<file path="config.mk">
export PLATFORM = sky130hd
export DESIGN_NAME = axis_frame_packer
export DESIGN_NICKNAME = d
export VERILOG_FILES = /design/src/rtl/axis_frame_packer.sv
export SDC_FILE = /design/constraint.sdc
export NUM_CORES = 2
export LEC_CHECK = 0
export ABC_AREA = 1
export CELL_PAD_IN_SITES_DETAIL_PLACEMENT = 1
export CELL_PAD_IN_SITES_GLOBAL_PLACEMENT = 1
export CORE_AREA = 2 2 446 448
export CTS_CLUSTER_DIAMETER = 60
export DETAILED_ROUTE_END_ITERATION = 10
export DIE_AREA = 0 0 448 450
export PLACE_DENSITY_LB_ADDON = 0.1
export SYNTH_ARGS = -nofsm -noshare
export SYNTH_HDL_FRONTEND = slang
export SYNTH_SLANG_ARGS = --single-unit
export TNS_END_PERCENT = 100
</file>
<file path="constraint.sdc">
create_clock -name axis_aclk -period 3.2 [get_ports axis_aclk]
set_clock_uncertainty 0.2 [all_clocks]
set_input_delay 0.96 -clock axis_aclk [delete_from_list [all_inputs] [get_ports axis_aclk]]
set_output_delay 0.96 -clock axis_aclk [all_outputs]
set_load 0.005 [all_outputs]
</file>
<file path="src/rtl/axis_frame_packer.sv">
// Regenerates AXI4-Stream framing (tlast every N beats, tkeep all ones) behind the
// constant-adder stage, through a two-entry skid buffer with a registered output.
module axis_frame_packer #(
    parameter int C_AXIS_TDATA_WIDTH = 512,
    parameter int C_BEAT_CNT_WIDTH   = 16,
    parameter int C_STAT_WIDTH       = 32
) (
    input  logic                            axis_aclk,
    input  logic                            axis_aresetn,
    input  logic                            ctrl_enable,
    input  logic [C_BEAT_CNT_WIDTH-1:0]     ctrl_frame_beats,
    input  logic                            s_axis_tvalid,
    output logic                            s_axis_tready,
    input  logic [C_AXIS_TDATA_WIDTH-1:0]   s_axis_tdata,
    output logic                            m_axis_tvalid,
    input  logic                            m_axis_tready,
    output logic [C_AXIS_TDATA_WIDTH-1:0]   m_axis_tdata,
    output logic [C_AXIS_TDATA_WIDTH/8-1:0] m_axis_tkeep,
    output logic                            m_axis_tlast,
    output logic [C_STAT_WIDTH-1:0]         stat_frames_done,
    output logic                            stat_busy
);

    localparam int KW = C_AXIS_TDATA_WIDTH / 8;

    logic                          m_valid_r;
    logic [C_AXIS_TDATA_WIDTH-1:0] m_data_r;
    logic                          m_last_r;
    logic                          sk_valid_r;
    logic [C_AXIS_TDATA_WIDTH-1:0] sk_data_r;
    logic                          sk_last_r;
    logic [C_BEAT_CNT_WIDTH-1:0]   beat_cnt_r;
    logic [C_BEAT_CNT_WIDTH-1:0]   frame_len_r;
    logic [C_STAT_WIDTH-1:0]       frames_done_r;

    logic                          ready_s;
    logic                          accept_s;
    logic                          xfer_s;
    logic                          first_beat_s;
    logic [C_BEAT_CNT_WIDTH-1:0]   len_in_s;
    logic [C_BEAT_CNT_WIDTH-1:0]   len_s;
    logic                          tag_last_s;

    // Handshake and framing decisions for the current cycle
    always_comb begin
        ready_s      = 1'b0;
        accept_s     = 1'b0;
        xfer_s       = 1'b0;
        first_beat_s = 1'b0;
        len_in_s     = ctrl_frame_beats;
        len_s        = frame_len_r;
        tag_last_s   = 1'b0;

        // Ready is forced low while reset is held so nothing upstream counts as accepted.
        if (axis_aresetn) begin
            ready_s = ctrl_enable & ~sk_valid_r;
        end else begin
            ready_s = 1'b0;
        end
        accept_s     = s_axis_tvalid & ready_s;
        xfer_s       = m_valid_r & m_axis_tready;
        first_beat_s = (beat_cnt_r == {C_BEAT_CNT_WIDTH{1'b0}});

        if (ctrl_frame_beats == {C_BEAT_CNT_WIDTH{1'b0}}) begin
            len_in_s = C_BEAT_CNT_WIDTH'(1);
        end else begin
            len_in_s = ctrl_frame_beats;
        end

        if (first_beat_s) begin
            len_s = len_in_s;
        end else begin
            len_s = frame_len_r;
        end
        tag_last_s = (beat_cnt_r == (len_s - C_BEAT_CNT_WIDTH'(1)));
    end

    // Skid buffer, beat counter and completed-frame counter
    always_ff @(posedge axis_aclk or negedge axis_aresetn) begin
        if (!axis_aresetn) begin
            m_valid_r     <= 1'b0;
            m_data_r      <= {C_AXIS_TDATA_WIDTH{1'b0}};
            m_last_r      <= 1'b0;
            sk_valid_r    <= 1'b0;
            sk_data_r     <= {C_AXIS_TDATA_WIDTH{1'b0}};
            sk_last_r     <= 1'b0;
            beat_cnt_r    <= {C_BEAT_CNT_WIDTH{1'b0}};
            frame_len_r   <= {C_BEAT_CNT_WIDTH{1'b0}};
            frames_done_r <= {C_STAT_WIDTH{1'b0}};
        end else begin
            if (xfer_s && sk_valid_r) begin
                m_data_r   <= sk_data_r;
                m_last_r   <= sk_last_r;
                sk_valid_r <= accept_s;
                if (accept_s) begin
                    sk_data_r <= s_axis_tdata;
                    sk_last_r <= tag_last_s;
                end
            end else if (!m_valid_r || xfer_s) begin
                // Main is free (or freeing) with an empty skid: new beat lands in main.
                m_valid_r <= accept_s;
                if (accept_s) begin
                    m_data_r <= s_axis_tdata;
                    m_last_r <= tag_last_s;
                end
            end else if (accept_s) begin
                sk_valid_r <= 1'b1;
                sk_data_r  <= s_axis_tdata;
                sk_last_r  <= tag_last_s;
            end

            if (accept_s) begin
                if (first_beat_s) begin
                    frame_len_r <= len_in_s;
                end
                if (tag_last_s) begin
                    beat_cnt_r <= {C_BEAT_CNT_WIDTH{1'b0}};
                end else begin
                    beat_cnt_r <= beat_cnt_r + C_BEAT_CNT_WIDTH'(1);
                end
            end

            if (xfer_s && m_last_r) begin
                frames_done_r <= frames_done_r + C_STAT_WIDTH'(1);
            end
        end
    end

    assign s_axis_tready    = ready_s;
    assign m_axis_tvalid    = m_valid_r;
    assign m_axis_tdata     = m_data_r;
    assign m_axis_tlast     = m_last_r;
    assign m_axis_tkeep     = {KW{1'b1}};
    assign stat_frames_done = frames_done_r;
    assign stat_busy        = (beat_cnt_r != {C_BEAT_CNT_WIDTH{1'b0}}) | m_valid_r | sk_valid_r;

endmodule

</file>
==> results_dict.tcl <==
set metrics [dict create \
    status "finished clean" \
    fin_util_pct 34.3 \
    clock_latency_ps 790 \
    hold_viol 0 \
    synthTopCellsByArea "dfrtp_1 59%, mux2_2 12%, nand2_1 9.6%" \
    wirelength_um 195000 \
    synth_commonest_cells "1,184 x nand2_1, 1,092 x dfrtp_1, 572 x nor2_1, 513 x mux2_2, 512 x a31oi_1" \
    clkSinkCount 1092 \
    ys_seq_area_share_pct 58.9 \
    layout.nets 6268 \
    hpwl_um 143000 \
    regArea_sq_um 27300 \
    postRouteAntennaNets 0 \
    drt-initial-drc-count 1509 \
    fin_ws_ps 16.4 \
    dieArea_sq_um 202000 \
    critPathCaptureType "output port" \
    grt_max_degree 146 \
    core_area_sq_um 197000 \
    slew_violations 0 \
    worstPathRequired_ps 2040 \
    via_count 37500 \
    avgViaCountPerCell 4.40 \
    drtPass1Iterations 5 \
    synth.most_common_cell "nand2_1" \
    syn_area_per_cell_sq_um 10.3 \
    placedCellCount 8198 \
    antenna_found_initial 95 \
    fmax_ghz 0.314 \
    rsz0062_at_grt "true" \
    die_h_um 450 \
    track_usage_pct 19.0 \
    slew_headroom_pct 36.8 \
    cts_tree "done" \
    grt.overflow.total 0 \
    fin_cells 8528 \
    syn_inst 4515 \
    min_path_type "reg2reg" \
    yosysTopAreaCell "dfrtp_1" \
    synth-edff-count 0 \
    rows 163 \
    finalSetupViolCount 0 \
    routedWlPerCell_um 22.9 \
    power_density_nw_per_um2 952 \
    syn2layout_area_growth_pct 45.6 \
    root_buffer "clkbuf_16" \
    h-tree-depth 4 \
    multi_input_area_sq_um 17500 \
    maxCapViolCount 0 \
    grt_first_pass_wirelength_um 280000 \
    die_x_um 448 \
    p_leak_uw 0.0298 \
    final_cell_area_sq_um 67500 \
    place_area_sq_um 61800 \
    initial_utilization_pct 23.6 \
    finalCriticalPeriod_ps 3180 \
    ys_ff_latch 1092 \
    synth_top_area_share_pct 58.9 \
    holdBufCountCts 0 \
    final.fill_count 22000 \
    drive_gt1_share_pct 19.4 \
    critPathKind "reg2out" \
    synth_ff_type "dfrtp_1" \
    route.detailed.drc 0 \
    cp_max_fo 2 \
    path_clk_slew_ps 60 \
    synth.cell_area_sq_um 46400 \
    gp_congestion 0.795 \
    critPathLaunchType "flip-flop" \
    arrival_ps 2020 \
    clock_path_buffers 3 \
    post-route-period-util_pct 99.5 \
    async_reset_ff_share_pct 100 \
    worst_pin_slew_ps 948 \
    portBuffers 1080 \
    dp_slack_ps -760 \
    grt_pass1_vias 39200 \
    pin_count 1145 \
    yosysWarnings 0 \
    vdd_ir_drop_max_uv 436 \
    synth_cell_types 40 \
    cts_buffers 155 \
]
==> stage by stage <==
| step | hold slack [ps] | total power, uW | setup TNS (ps) |
|---|---|---|---|
| final | 279 | 64200 | 0 |
| after global routing | 278 | 68400 | -680 |
| after CTS | 225 | 65400 | -70.1 |
| after detailed placement | 266 | 47300 | -430180 |
| after global placement | 264 | 46800 | -367000 |
| after floorplan | 249 | 32900 | 0 |
==> logic make-up after synthesis <==
kind of cell	Yosys count	share of synthesized area (%)
XOR/XNOR	50	0.945
other	1	0.00809
flip-flops	1092	58.9
buffers and inverters	433	4.33
AO/OA/AOI/OAI	530	7.14
adder cells (fa/ha/maj)	4	0.108
multiplexers	513	12.5
AND/OR/NAND/NOR	1892	16.1
==> power breakdown <==
group,internal (uW),switching [uW],total [uW]
registers,19900,3400,23300
logic,12300,11100,23400
clock network,10600,6840,17500
==> critical path, stage by stage, from the launching register on <==
cell and delay, ps:
dfrtp_1 390, inv_2 80, ha_4 140, nor3b_4 180, nand2_2 140, nor2_4 150, nand2_1 60, buf_2 130
==> area by class of cell <==
type                    instances  area share [%]
repair buffers               1350            20.4
flip-flops and latches       1092            40.5
well taps                    2640            4.89
inverters                      79           0.450
clock inverters                60           0.988
multi-input cells            3053            25.9
clock buffers                 219            6.69
diodes                         35           0.130
==> sequential cells by signal, summed over array words and instances (netlist names) <==
signal / cells
sk_last_r: 1
m_axis_tlast: 1
m_axis_tdata: 512
stat_frames_done: 32
frame_len_r: 16
beat_cnt_r: 16
m_axis_tvalid: 1
sk_valid_r: 1
sk_data_r: 512
==> layout by cell type, fill, tap and decap left out, drive strengths merged <==
cell           Yosys  routed
clkbuf           185     220
nor4               7       7
and2               1       1
diode              0      35
a21oi              4       4
conb               1      64
o32a               1       1
xor2              41      41
clkinvlp           0       5
nand4             17      17
clkdlybuf4s50      0    1075
clkinv             1      37
ha                 4       4
nor3b              1       1
nand2           1217    1217
a31oi            512     512
or2                1       1
nor2             590     590
bufinv             0      10
and3               1       1
nand3b             3       3
dlygate4sd2        0       3
dfrtp           1092    1092
o21ai             11      11
xnor2              9       9
nand3             48      48
buf              169     271
nor3               6       6
inv               78      87
mux2             513     513
o21bai             2       2
==> worst paths after layout <==
path / startpoint / end / slack, ps / cells after the start
max in group asynchronous: axis_aresetn / stat_frames_done[27] / 1050 / 4
worst min register to register: frame_len_r[13] / frame_len_r[13] / 280 / 2
worst min-delay path: frame_len_r[13] / frame_len_r[13] / 280 / 2
worst max-delay path: beat_cnt_r[1] / stat_busy / 20 / 7
min in group asynchronous: axis_aresetn / sk_data_r[463] / 300 / 3
worst max register to register: beat_cnt_r[14] / beat_cnt_r[14] / 110 / 22
==> routing by layer <==
layer | track usage, % | vias up | routed length, um
li1 | - | 17500 | -
met1 | 21.6 | 18600 | 76200
met2 | 31.5 | 876 | 94400
met3 | 6.48 | 404 | 14000
met4 | 9.79 | 72 | 9940
met5 | 0 | - | 478
==> repair_timing <==
item / CTS / global route
buffers inserted: 11 / 4
resized for setup: 24 / 42
cloned: 0 / 1
pin swaps: 12 / 14
setup endpoints to repair: 22 / 309
(Power assumes the default switching activity.)
